`config.mk`:
```
export PLATFORM = sky130hd
export DESIGN_NAME = seg7_scan_display
export DESIGN_NICKNAME = d
export VERILOG_FILES = /design/src/rtl/seg7_scan_display.sv
export SDC_FILE = /design/constraint.sdc
export NUM_CORES = 1
export LEC_CHECK = 0
export BUFFER_PORTS_ARGS = -buffer_cell sky130_fd_sc_hd__buf_2
export CORE_ASPECT_RATIO = 0.9
export CORE_MARGIN = 2
export CORE_UTILIZATION = 50
export DETAILED_ROUTE_END_ITERATION = 16
export PLACE_DENSITY = 0.7
export SLEW_MARGIN = 10
export SYNTH_ARGS = -nofsm -noshare
export SYNTH_HDL_FRONTEND = slang
export SYNTH_SLANG_ARGS = --single-unit
export TNS_END_PERCENT = 50
```
`constraint.sdc`:
```
create_clock -name Clk -period 3.58 [get_ports Clk]
set_input_delay 0.537 -clock Clk [delete_from_list [all_inputs] [get_ports Clk]]
set_output_delay 0.537 -clock Clk [all_outputs]
set_load 0.02 [all_outputs]
```
`src/rtl/seg7_scan_display.sv`:
```
// Time-multiplexed N-digit hex 7-segment driver with tear-free double-buffered load.
// Define SEG7_LZB_EN to blank leading zero digits (digit 0 is always shown).
module seg7_scan_display #(
  parameter int N_DIGITS = 8,
  parameter int CLK_DIV  = 100000
) (
  input  logic                  Clk,
  input  logic                  Reset,
  input  logic                  load,
  input  logic [4*N_DIGITS-1:0] din,
  input  logic [N_DIGITS-1:0]   dp_in,
  output logic                  pending,
  output logic                  frame_tick,
  output logic [6:0]            out7,
  output logic                  dp_out,
  output logic [N_DIGITS-1:0]   en_out
);
  localparam int IW = (N_DIGITS > 1) ? $clog2(N_DIGITS) : 1;
  localparam int PW = $clog2(CLK_DIV);
  localparam logic [PW-1:0] PC_MAX  = PW'(CLK_DIV - 1);
  localparam logic [IW-1:0] IDX_MAX = IW'(N_DIGITS - 1);

  logic [PW-1:0]              pc;
  logic [IW-1:0]              idx;
  logic [N_DIGITS-1:0][3:0]   shadow, disp;
  logic [N_DIGITS-1:0]        shadow_dp, disp_dp;
  logic [N_DIGITS-1:0]        blank;
  logic                       tick, wrap;
  logic [3:0]                 nib;
  logic                       cur_dp, cur_blank;

  function automatic logic [6:0] dec7(input logic [3:0] h);
    case (h)
      4'h0: dec7 = 7'h40; 4'h1: dec7 = 7'h79; 4'h2: dec7 = 7'h24; 4'h3: dec7 = 7'h30;
      4'h4: dec7 = 7'h19; 4'h5: dec7 = 7'h12; 4'h6: dec7 = 7'h02; 4'h7: dec7 = 7'h78;
      4'h8: dec7 = 7'h00; 4'h9: dec7 = 7'h10; 4'hA: dec7 = 7'h08; 4'hB: dec7 = 7'h03;
      4'hC: dec7 = 7'h46; 4'hD: dec7 = 7'h21; 4'hE: dec7 = 7'h06; default: dec7 = 7'h0E;
    endcase
  endfunction

  assign tick = (pc == PC_MAX);
  assign wrap = tick && (idx == IDX_MAX);

  // A digit is blank when it and everything above it is zero with no dp lit.
  always_comb begin
    blank = '0;
`ifdef SEG7_LZB_EN
    begin
      logic z;
      z = 1'b1;
      for (int k = N_DIGITS - 1; k >= 0; k--) begin
        z = z & (disp[k] == 4'd0) & ~disp_dp[k];
        if (k > 0) blank[k] = z;
      end
    end
`endif
  end

  // Explicit mux keeps the select in range for non-power-of-2 digit counts.
  always_comb begin
    nib       = '0;
    cur_dp    = 1'b0;
    cur_blank = 1'b0;
    for (int k = 0; k < N_DIGITS; k++) begin
      if (idx == IW'(k)) begin
        nib       = disp[k];
        cur_dp    = disp_dp[k];
        cur_blank = blank[k];
      end
    end
  end

  always_ff @(posedge Clk or negedge Reset) begin
    if (!Reset) begin
      pc         <= '0;
      idx        <= '0;
      shadow     <= '0;
      shadow_dp  <= '0;
      disp       <= '0;
      disp_dp    <= '0;
      pending    <= 1'b0;
      frame_tick <= 1'b0;
      out7       <= 7'h7F;
      dp_out     <= 1'b1;
      en_out     <= '1;
    end else begin
      pc <= tick ? '0 : pc + PW'(1);
      if (tick) idx <= (idx == IDX_MAX) ? '0 : idx + IW'(1);
      if (load) begin
        shadow    <= din;
        shadow_dp <= dp_in;
      end
      // disp takes the pre-load shadow even when a load lands on the wrap tick.
      if (wrap && pending) begin
        disp    <= shadow;
        disp_dp <= shadow_dp;
      end
      if (load)      pending <= 1'b1;
      else if (wrap) pending <= 1'b0;
      frame_tick <= wrap;
      en_out     <= ~(N_DIGITS'(1) << idx);
      out7       <= cur_blank ? 7'h7F : dec7(nib);
      dp_out     <= cur_blank | ~cur_dp;
    end
  end
endmodule

```
* Word level (Yosys, flattened, before mapping) *
Memories as Yosys holds them, arrays and structs flattened. A register that Yosys moved wholly into a read port is not among the register bits.
Index checks and enable logic that the tools add are counted.

storage, ports and cells
  output and inout bits = 18
  flip-flop bits (word level) = 111
  word-level logic and storage cells = 63
  memories kept = 1
  bits in read-only memories = 112

memory list
  name              words  width  rd ports  clocked after Yosys merged registers in  write ports  RTL line  source
  (name not given)  16     7      1         1                                        0            33        case (h)

cells by class
  reductions and logical operators = 5
  eq/ne operators = 8
  shift operators = 1
  add/subtract/negate cells = 2
  muxes and demuxes = 20
  bitwise logic cells = 2

operators by type and width
  operator                                              number
  2-to-1 mux 4 bit                                      8
  adder 17 x 1 -> 17 bit (second input constant)        1
  equality test 17 bit (second input constant)          1
  2-to-1 mux 17 bit                                     1
  equality test 3 bit (second input constant)           4
  2-to-1 mux 1 bit                                      10
  inverter 8 bit                                        1
  left shift 1 x 3 -> 8 bit (first input constant)      1
  equality test 3 x 2 -> 1 bit (second input constant)  2
  adder 3 x 1 -> 3 bit (second input constant)          1
  equality test 3 x 1 -> 1 bit (second input constant)  1
  zero test 3 bit                                       1
  2-to-1 mux 3 bit                                      1
  logical AND 1 bit                                     2
  nonzero test 2 bit                                    1
  zero test 1 bit                                       1
  inverter 1 bit                                        1

* Depth between registers and ports, before layout *
Gate-level depths: netlist of the first run.

  depth after elaboration = 10
  depth in mapped cells = 12
  mapped depth without buffers = 11

* Worst setup path after synthesis of the first run *
OpenSTA, ideal clock, no wires.

  path kind = register to register
  from = reg idx[2]
  to = reg out7[3]
  data required time = 3.493 ns
  buffers on the path = 1
  slack = 1.032 ns
  library setup time = 0.087 ns
  period minus slack after synthesis = 2.548 ns
  cell stages (with the launch flop) = 13
  arrival = 2.461 ns
  cells stage by stage = dfrtp_1 buf_4 inv_2 ha_1 or2_4 a221oi_1 o221ai_1 o211ai_1 inv_1 ha_1 a21oi_1 a311oi_1 a31oi_1

on the way
  word-level cells in the longest chain between the ends = 9

ends and longest elaborated chain
  item                            RTL line  source
  from (decl)                     24        logic [IW-1:0] idx;
  from (signal assigned)          88        if (tick) idx <= (idx == IDX_MAX) ? '0 : idx + IW'(1);
  zero test 3 bit                 65        if (idx == IW'(k)) begin
  2-to-1 mux 4 bit (7 in series)  65
  2-to-1 mux 4 bit (*)            65
  to (decl)                       14        output logic [6:0] out7,

Mark *: on every way between the ends. The rest lies on a longest branch, timed or not.
A chain may end at the register's enable or synchronous reset.

* Worst setup path after layout of the first run *
Ends and elaborated chain as after synthesis.

==> results of run 1 <==
-- layer usage --
layer | global-route usage (%) | vias up
li1 | - | 1570
met4 | 9.69 | 0
met2 | 31.0 | 85
met3 | 5.11 | 14
met1 | 25.0 | 1667
met5 | 0 | -
-- final cells by class --
class	count	area (µm²)	area share (%)
Sequential cell	118	2970	47.9
Timing Repair Buffer	67	355	5.73
Tap cell	129	161	2.60
Inverter	19	71.3	1.15
Clock inverter	13	173	2.78
Multi-Input combinational cell	249	2010	32.5
Clock buffer	19	453	7.30
-- cells by family (layout without fill, tap and decap cells) --
family / Yosys count / in the layout
AO/OA/AOI/OAI: 60 / 60
XOR/XNOR: 15 / 15
adder cells (fa/ha/maj): 13 / 13
buffers and inverters: 38 / 118
flip-flops: 118 / 118
multiplexers: 76 / 76
AND/OR/NAND/NOR: 85 / 85
-- worst max-delay path: cells and delay by family (launching register included) --
family / cells / cell delay (ps)
AO/OA/AOI/OAI: 6 / 1070
adder cells (fa/ha/maj): 2 / 690
flip-flops: 1 / 660
buffers and inverters: 2 / 380
AND/OR/NAND/NOR: 1 / 280
-- sequential cells by signal, summed over array words and instances, names as in the netlist, 3 cells and up --
signal	count
disp	32
pc	17
out7	7
shadow_dp	8
shadow	32
idx	3
disp_dp	8
en_out	8
-- power by group --
part           switching, W  internal (W)  total [W]
sequential        0.0000252       0.00138    0.00141
combinational     0.0000496     0.0000581   0.000108
clock              0.000622       0.00114    0.00176
total              0.000697       0.00258    0.00327
-- per-stage QoR --
stage / instances / setup WS (ps) / util (%) / hold WS [ps]
final: 614 / 397 / 61.0 / 225
after detailed placement: 582 / 447 / 54.9 / 429
after global placement: 582 / 585 / 54.9 / 433
after floorplan: 405 / 1030 / - / 241
after global routing: 614 / 148 / 61.0 / 305
after CTS: 614 / 429 / 61.0 / 259
-- synth_stat cells (all sizes together) (3+ instances only) --
library cell  instances  share of area (%)
a221oi                5               0.97
mux2                 73                 16
dfstp                16                8.1
nand3b                5               0.97
buf                  12                1.8
dfrtp               102                 49
mux2i                 3               0.58
ha                   13                3.1
xnor2                 9                1.5
inv                  18                1.3
a2bb2oi               3               0.63
xor2                  6                1.0
o2bb2ai               4               0.68
nor2                 11               0.80
o21ai                17                1.7
nand3                15                1.5
nand2                33                2.5
o221ai                3               0.63
nor3                  4               0.60
nor3b                 3               0.44
clkbuf                7               0.51
a31oi                 4               0.48
a21oi                16                1.6
-- worst min path at each step --
| stage | cells after the start | from | to | slack (ps) |
|---|---|---|---|---|
| 5_1_grt | 1 | Reset | shadow[4]$_DFFE_PN0P_ | 300 |
| 3_5_place_dp | 1 | disp_dp[7]$_DFFE_PN0P_ | dp_out$_DFF_PN1_ | 430 |
| 2_1_floorplan | 0 | Reset | disp[0]$_DFFE_PN0P_ | 240 |
| 3_3_place_gp | 1 | disp_dp[7]$_DFFE_PN0P_ | dp_out$_DFF_PN1_ | 430 |
| 4_1_cts | 1 | Reset | shadow[8]$_DFFE_PN0P_ | 260 |
| 6_report | 1 | Reset | shadow[21]$_DFFE_PN0P_ | 220 |
==> summary.json, run 1 <==
{
  "run_status": {"value": "complete, no violations"},
  "cp-startpoint": {"value": "idx[2]$_DFFE_PN0N_"},
  "rsz_0062_raised_after_global_routing": {"value": "no"},
  "leading_cell_types_in_the_layout_fill_and_taps_excluded": {"value": "102 x sky130_fd_sc_hd__dfrtp_1, 68 x sky130_fd_sc_hd__mux2_2, 59 x sky130_fd_sc_hd__buf_2"},
  "dp.final_hpwl": {"value": 6710, "unit": "µm"},
  "required": {"value": 3890, "unit": "ps"},
  "clock_insertion_delay_at_the_later_pin_of_the_skew_report": {"value": 420, "unit": "ps"},
  "timing.critical_path.slowest_cell_delay": {"value": 660, "unit": "ps"},
  "worstHoldPathType": {"value": "in2async"},
  "number_of_cells_on_the_worst_reg_to_reg_path": {"value": 11},
  "synthesized_area_fraction_occupied_by_ao_oa_aoi_and_oai_cells": {"value": 7.98, "unit": "%"},
  "detail_route.wirelength": {"value": 9930, "unit": "µm"},
  "placedInstanceArea": {"value": 5580, "unit": "µm²"},
  "worstMarginPinSlew": {"value": 948, "unit": "ps"},
  "detailedRoute.firstPassIterationCount": {"value": 5},
  "synth_cells": {"value": 405},
  "tritoncts": {"value": "done"},
  "wl_met3": {"value": 443, "unit": "µm"},
  "timing.reg2reg.setup_slack": {"value": 400, "unit": "ps"},
  "rows": {"value": 35},
  "routed.top_layer": {"value": "met4"},
  "fin_area": {"value": 6200, "unit": "µm²"},
  "synthesis.nets": {"value": 461},
  "timing.final.crit_period": {"value": 3180, "unit": "ps"},
  "setup_total_negative_slack": {"value": 0, "unit": "ps"},
  "synth_simple_gate_area_share": {"value": 8.70, "unit": "%"},
  "synth_flop_cell": {"value": "sky130_fd_sc_hd__dfrtp_1"},
  "drtIter0Drc": {"value": 190},
  "die_y_extent": {"value": 101, "unit": "µm"},
  "power_per_cell_area": {"value": 528, "unit": "nW/µm²"},
  "gpl.final_weighted_congestion": {"value": 0.900},
  "adder_cell_share_of_the_synthesized_area": {"value": 3.14, "unit": "%"},
  "htree_levels": {"value": 4},
  "remaining_global_route_overflow": {"value": 0},
  "synth_mux_area_share": {"value": 16.5, "unit": "%"},
  "met2_length": {"value": 4860, "unit": "µm"},
  "synth-edff-count": {"value": 0},
  "ys_ff_latch": {"value": 118},
  "cp_max_fo": {"value": 13},
  "final_min_period_over_clock_period": {"value": 88.9, "unit": "%"},
  "fp.dieArea": {"value": 11200, "unit": "µm²"},
  "synthesis.area": {"value": 5170, "unit": "µm²"},
  "crit_type": {"value": "reg2reg"},
  "max-vdd-ir-drop": {"value": 0.479, "unit": "mV"},
  "worst_r2r_startpoint": {"value": "idx[2]$_DFFE_PN0N_"},
  "synth_cell_types": {"value": 55},
  "starting_utilization_of_the_core_area": {"value": 50.9, "unit": "%"},
  "crit_path_frequent_cell": {"value": "sky130_fd_sc_hd__ha_1"},
  "post-layout-total-power": {"value": 0.00327, "unit": "W"},
  "leakage": {"value": 2.81, "unit": "nW"},
  "grt_use_total": {"value": 19.4, "unit": "%"},
  "dr_total_vias": {"value": 3336},
  "clock.fmax": {"value": 314, "unit": "MHz"},
  "via_count_of_the_first_global_routing_pass": {"value": 3431},
  "final_common_cell": {"value": "sky130_fd_sc_hd__dfrtp_1"},
  "worst-endpoint-arrival": {"value": 3490, "unit": "ps"},
  "buffer_ports.inserted": {"value": 60},
  "drc": {"value": 0},
  "viasPerCell": {"value": 5.43},
  "ioPinCount": {"value": 61},
  "drv_slew": {"value": 0},
  "post_cts_resized": {"value": 0},
  "n_antenna_cell": {"value": 0},
  "syn2layout_area_growth": {"value": 19.8, "unit": "%"},
  "nNetsFinal": {"value": 528},
  "clk_buf_depth": {"value": 2},
  "fin_skew": {"value": 14.1, "unit": "ps"},
  "cp_cell_sequence": {"value": "inv_2 -> ha_1 -> or2_4 -> a221oi_1 -> o221ai_1 -> o211ai_1 -> inv_1 -> ha_1 -> a21oi_1 -> a311oi_1 -> a31oi_1"},
  "cts_hold_repair.buffers": {"value": 0},
  "synthesis.yosys.warnings": {"value": 0},
  "endpoint_kind": {"value": "register"},
  "met1_length": {"value": 4490, "unit": "µm"},
  "detail-route-antenna-nets": {"value": 0},
  "initial_antenna_violation_count": {"value": 0},
  "worstSetupEndpoint": {"value": "out7[3]$_DFF_PN1_"},
  "die_w": {"value": 111, "unit": "µm"},
  "slew_headroom": {"value": 36.8, "unit": "%"},
  "cts_buffers": {"value": 17},
  "crit_path_launch_type": {"value": "register"},
  "r2r_end": {"value": "out7[3]$_DFF_PN1_"},
  "post-cts-setup-buffers": {"value": 0},
  "first_pass_grt_wire_length": {"value": 16800, "unit": "µm"},
  "layout_cells_sized_above_1": {"value": 41.0, "unit": "%"},
  "clkSlewWorstSetupHoldPaths": {"value": 50, "unit": "ps"},
  "postSynthAreaPerCell": {"value": 12.8, "unit": "µm²"},
  "finalSetupViolCount": {"value": 0},
  "root_buffer": {"value": "sky130_fd_sc_hd__clkbuf_16"},
  "async_flop_share": {"value": 100, "unit": "%"},
  "ys_seq_area_share": {"value": 57.4, "unit": "%"},
  "fillers": {"value": 797},
  "cap_viol_max_count": {"value": 0},
  "synth_top_family_by_area": {"value": "multiplexers"},
  "wl_per_cell": {"value": 16.2, "unit": "µm"},
  "cts.sinks": {"value": 118},
  "grt_max_degree": {"value": 68},
  "cpMaxStageDelayCell": {"value": "sky130_fd_sc_hd__dfrtp_1"},
  "timing.final.hold_violations": {"value": 0},
  "core_region_area": {"value": 10200, "unit": "µm²"},
  "synth-xor-area-share": {"value": 2.54, "unit": "%"}
}
Note: power is estimated with default switching activity, not from simulation.
==> run 2, diff against run 1 <==
--- a/config.mk
+++ b/config.mk
@@ -8,9 +8,9 @@
 export BUFFER_PORTS_ARGS = -buffer_cell sky130_fd_sc_hd__buf_2
 export CORE_ASPECT_RATIO = 0.9
 export CORE_MARGIN = 2
-export CORE_UTILIZATION = 50
+export CORE_UTILIZATION = 25
 export DETAILED_ROUTE_END_ITERATION = 16
-export PLACE_DENSITY = 0.7
+export RECOVER_POWER = 25
 export SLEW_MARGIN = 10
 export SYNTH_ARGS = -nofsm -noshare
 export SYNTH_HDL_FRONTEND = slang
==> run 2 against run 1 <==
  * Final cell count grew 20%
  * Critical path depth is the same
  * Fmax up 5.8%
  * Largest cell class unchanged
  * Highest routed layer unchanged
==> summary.json, run 2 (synthesis results as in run 1) <==
{
  "cap_viol_max_count": {"value": 0, "change": "unchanged"},
  "final_min_period_over_clock_period": {"value": 84.0, "unit": "%", "change": "was 88.9%"},
  "first_pass_grt_wire_length": {"value": 18500, "unit": "µm", "change": "was 16800 µm"},
  "detail-route-antenna-nets": {"value": 0, "change": "unchanged"},
  "run_status": {"value": "complete, no violations", "change": "unchanged"},
  "dp.final_hpwl": {"value": 8000, "unit": "µm", "change": "was 6710 µm"},
  "root_buffer": {"value": "sky130_fd_sc_hd__clkbuf_16", "change": "unchanged"},
  "rsz_0062_raised_after_global_routing": {"value": "no", "change": "unchanged"},
  "starting_utilization_of_the_core_area": {"value": 25.7, "unit": "%", "change": "was 50.9%"},
  "cpMaxStageDelayCell": {"value": "sky130_fd_sc_hd__ha_1", "change": "was sky130_fd_sc_hd__dfrtp_1"},
  "register_area": {"value": 2970, "unit": "µm²", "change": "unchanged"},
  "cp_cell_sequence": {"value": "inv_1 -> ha_1 -> a21oi_1 -> a221oi_1 -> o221ai_1 -> o211ai_1 -> inv_1 -> ha_1 -> a21oi_1 -> a311oi_1 -> a31oi_1", "change": "was inv_2 -> ha_1 -> or2_4 -> a221oi_1 -> o221ai_1 -> o211ai_1 -> inv_1 -> ha_1 -> a21oi_1 -> a311oi_1 -> a31oi_1"},
  "fillers": {"value": 2004, "change": "was 797"},
  "combinational_share_of_power": {"value": 3.4, "unit": "%", "change": "was 3.3%"},
  "finalSetupViolCount": {"value": 0, "change": "unchanged"},
  "core_region_area": {"value": 20200, "unit": "µm²", "change": "was 10200 µm²"},
  "initial_antenna_violation_count": {"value": 0, "change": "unchanged"},
  "setup_total_negative_slack": {"value": 0, "unit": "ps", "change": "unchanged"},
  "die_y_extent": {"value": 140, "unit": "µm", "change": "was 101 µm"},
  "cts_buffers": {"value": 17, "change": "unchanged"},
  "timing.final.crit_period": {"value": 3010, "unit": "ps", "change": "was 3180 ps"},
  "drc": {"value": 0, "change": "unchanged"},
  "cp_max_fo": {"value": 21, "change": "was 13"},
  "detail_route.wirelength": {"value": 11000, "unit": "µm", "change": "was 9930 µm"},
  "n_antenna_cell": {"value": 0, "change": "unchanged"},
  "ioPinCount": {"value": 61, "change": "unchanged"},
  "drv_slew": {"value": 0, "change": "unchanged"},
  "grt_max_degree": {"value": 63, "change": "was 68"},
  "r2r_end": {"value": "out7[3]$_DFF_PN1_", "change": "unchanged"},
  "multi_input_comb_area": {"value": 2010, "unit": "µm²", "change": "unchanged"},
  "crit_type": {"value": "reg2reg", "change": "unchanged"},
  "fp.dieArea": {"value": 21900, "unit": "µm²", "change": "was 11200 µm²"},
  "seq_power_share": {"value": 44.2, "unit": "%", "change": "was 42.9%"},
  "required": {"value": 3890, "unit": "ps", "change": "about the same"},
  "viasPerCell": {"value": 4.51, "change": "was 5.43"},
  "endpoint_kind": {"value": "register", "change": "unchanged"},
  "timing.reg2reg.setup_slack": {"value": 570, "unit": "ps", "change": "was 400 ps"},
  "dr_total_vias": {"value": 3331, "change": "was 3336"},
  "p_int": {"value": 0.00249, "unit": "W", "change": "was 0.00258 W"},
  "tritoncts": {"value": "done", "change": "unchanged"},
  "top_regs": {"value": "disp x32, shadow x32, pc x17", "change": "unchanged"},
  "post-cts-setup-buffers": {"value": 0, "change": "unchanged"},
  "via_count_of_the_first_global_routing_pass": {"value": 3490, "change": "was 3431"},
  "clock_insertion_delay_at_the_later_pin_of_the_skew_report": {"value": 420, "unit": "ps", "change": "about the same"},
  "rows": {"value": 49, "change": "was 35"},
  "leakage": {"value": 2.79, "unit": "nW", "change": "was 2.81 nW"},
  "timing.final.hold_violations": {"value": 0, "change": "unchanged"},
  "post_cts_resized": {"value": 0, "change": "unchanged"},
  "clkSlewWorstSetupHoldPaths": {"value": 60, "unit": "ps", "change": "was 50 ps"},
  "buffer_ports.inserted": {"value": 60, "change": "unchanged"},
  "final_common_cell": {"value": "sky130_fd_sc_hd__dfrtp_1", "change": "unchanged"},
  "cts_hold_repair.buffers": {"value": 0, "change": "unchanged"},
  "syn2layout_area_growth": {"value": 22.2, "unit": "%", "change": "was 19.8%"},
  "drtIter0Drc": {"value": 190, "change": "unchanged"},
  "grt_use_total": {"value": 11.0, "unit": "%", "change": "was 19.4%"},
  "worst_hold_path.endpoint": {"value": "shadow[8]$_DFFE_PN0P_"},
  "die_w": {"value": 156, "unit": "µm", "change": "was 111 µm"},
  "layout_cells_sized_above_1": {"value": 40.7, "unit": "%", "change": "was 41.0%"},
  "p_sw": {"value": 0.000703, "unit": "W", "change": "was 0.000697 W"},
  "detailedRoute.firstPassIterationCount": {"value": 4, "change": "was 5"},
  "cts.sinks": {"value": 118, "change": "unchanged"},
  "nNetsFinal": {"value": 527, "change": "was 528"},
  "slew_headroom": {"value": 1.96, "unit": "%", "change": "was 36.8%"},
  "wl_per_cell": {"value": 14.9, "unit": "µm", "change": "was 16.2 µm"},
  "timing.critical_path.slowest_cell_delay": {"value": 600, "unit": "ps", "change": "was 660 ps"},
  "crit_path_launch_type": {"value": "register", "change": "unchanged"},
  "final_core_util": {"value": 31.4, "unit": "%", "change": "was 61.0%"},
  "worstMarginPinSlew": {"value": 1470, "unit": "ps", "change": "was 948 ps"},
  "clock.fmax": {"value": 332, "unit": "MHz", "change": "was 314 MHz"},
  "remaining_global_route_overflow": {"value": 0, "change": "unchanged"},
  "worstHoldPathType": {"value": "in2reg", "change": "was in2async"},
  "htree_levels": {"value": 4, "change": "unchanged"},
  "number_of_cells_on_the_worst_reg_to_reg_path": {"value": 11, "change": "unchanged"},
  "worst-endpoint-arrival": {"value": 3320, "unit": "ps", "change": "was 3490 ps"},
  "power_per_cell_area": {"value": 504, "unit": "nW/µm²", "change": "was 528 nW/µm²"},
  "leading_cell_types_in_the_layout_fill_and_taps_excluded": {"value": "102 x sky130_fd_sc_hd__dfrtp_1, 68 x sky130_fd_sc_hd__mux2_2, 59 x sky130_fd_sc_hd__buf_2", "change": "unchanged"},
  "min-delay-start": {"value": "din[8]"},
  "clk_buf_depth": {"value": 2, "change": "unchanged"},
  "power_switching_share": {"value": 22.1, "unit": "%", "change": "was 21.3%"},
  "fin_skew": {"value": 6.36, "unit": "ps", "change": "was 14.1 ps"},
  "max-vdd-ir-drop": {"value": 0.320, "unit": "mV", "change": "was 0.479 mV"},
  "min_path_cells": {"value": 2},
  "worst_r2r_startpoint": {"value": "idx[1]$_DFFE_PN0N_", "change": "was idx[2]$_DFFE_PN0N_"},
  "clkPwrFrac": {"value": 52.4, "unit": "%", "change": "was 53.8%"},
  "gpl.final_weighted_congestion": {"value": 0.805, "change": "was 0.900"}
}
==> run 2: per-stage QoR <==
| step | total power, W | cells | setup slack [ps] | hold slack [ps] | cell area [µm²] |
|---|---|---|---|---|---|
| after CTS | 0.00324 | 739 | 610 | 188 | 6340 |
| after global routing | 0.00332 | 739 | 301 | 335 | 6320 |
| after global placement | 0.00154 | 707 | 810 | 441 | 5750 |
| final | 0.00319 | 739 | 572 | 352 | 6320 |
| after floorplan | 0.00147 | 405 | 1030 | 241 | 5170 |
| after detailed placement | 0.00155 | 707 | 632 | 452 | 5750 |
==> run 2: area by class of cell <==
| type | instances | share of cell area [%] |
|---|---|---|
| clock buffer | 19 | 7.00 |
| sequential | 118 | 47.0 |
| multi-input combinational | 249 | 31.8 |
| timing repair buffer | 66 | 5.62 |
| clock inverter | 13 | 2.35 |
| tap | 255 | 5.04 |
| inverter | 19 | 1.13 |
==> run 2: per-layer routing <==
layer  wire length (µm)  up-vias  track usage, %
met1               5140     1658            14.5
met4                255        0            5.70
met2               5020       93            16.1
li1                   -     1562               -
met3                580       18            3.37
met5                  0        -               0
==> run 2: power groups by stage <==
stage                      logic, W  clock network (W)  registers [W]
final                      0.000110            0.00167        0.00141
after global routing       0.000124            0.00178        0.00141
after CTS                  0.000117            0.00172        0.00141
after detailed placement   0.000116                  0        0.00143
after global placement     0.000112                  0        0.00143
after floorplan           0.0000551                  0        0.00142
==> run 2: worst max-delay path by stage <==
stage	from	end	slack, ps	cells after the start
5_1_grt	idx[1]$_DFFE_PN0N_	out7[3]$_DFF_PN1_	300	11
2_1_floorplan	idx[2]$_DFFE_PN0N_	out7[3]$_DFF_PN1_	1030	12
6_report	idx[1]$_DFFE_PN0N_	out7[3]$_DFF_PN1_	570	11
4_1_cts	idx[1]$_DFFE_PN0N_	out7[3]$_DFF_PN1_	610	11
3_3_place_gp	idx[1]$_DFFE_PN0N_	out7[3]$_DFF_PN1_	810	11
3_5_place_dp	idx[1]$_DFFE_PN0N_	out7[3]$_DFF_PN1_	630	11
==> run 2: worst max-delay path, delay by kind of cell, from the launching register on <==
kind	cells	cell delay [ps]
buf+inv	2	310
compound gates	7	1250
fa+ha+maj	2	950
flops	1	400
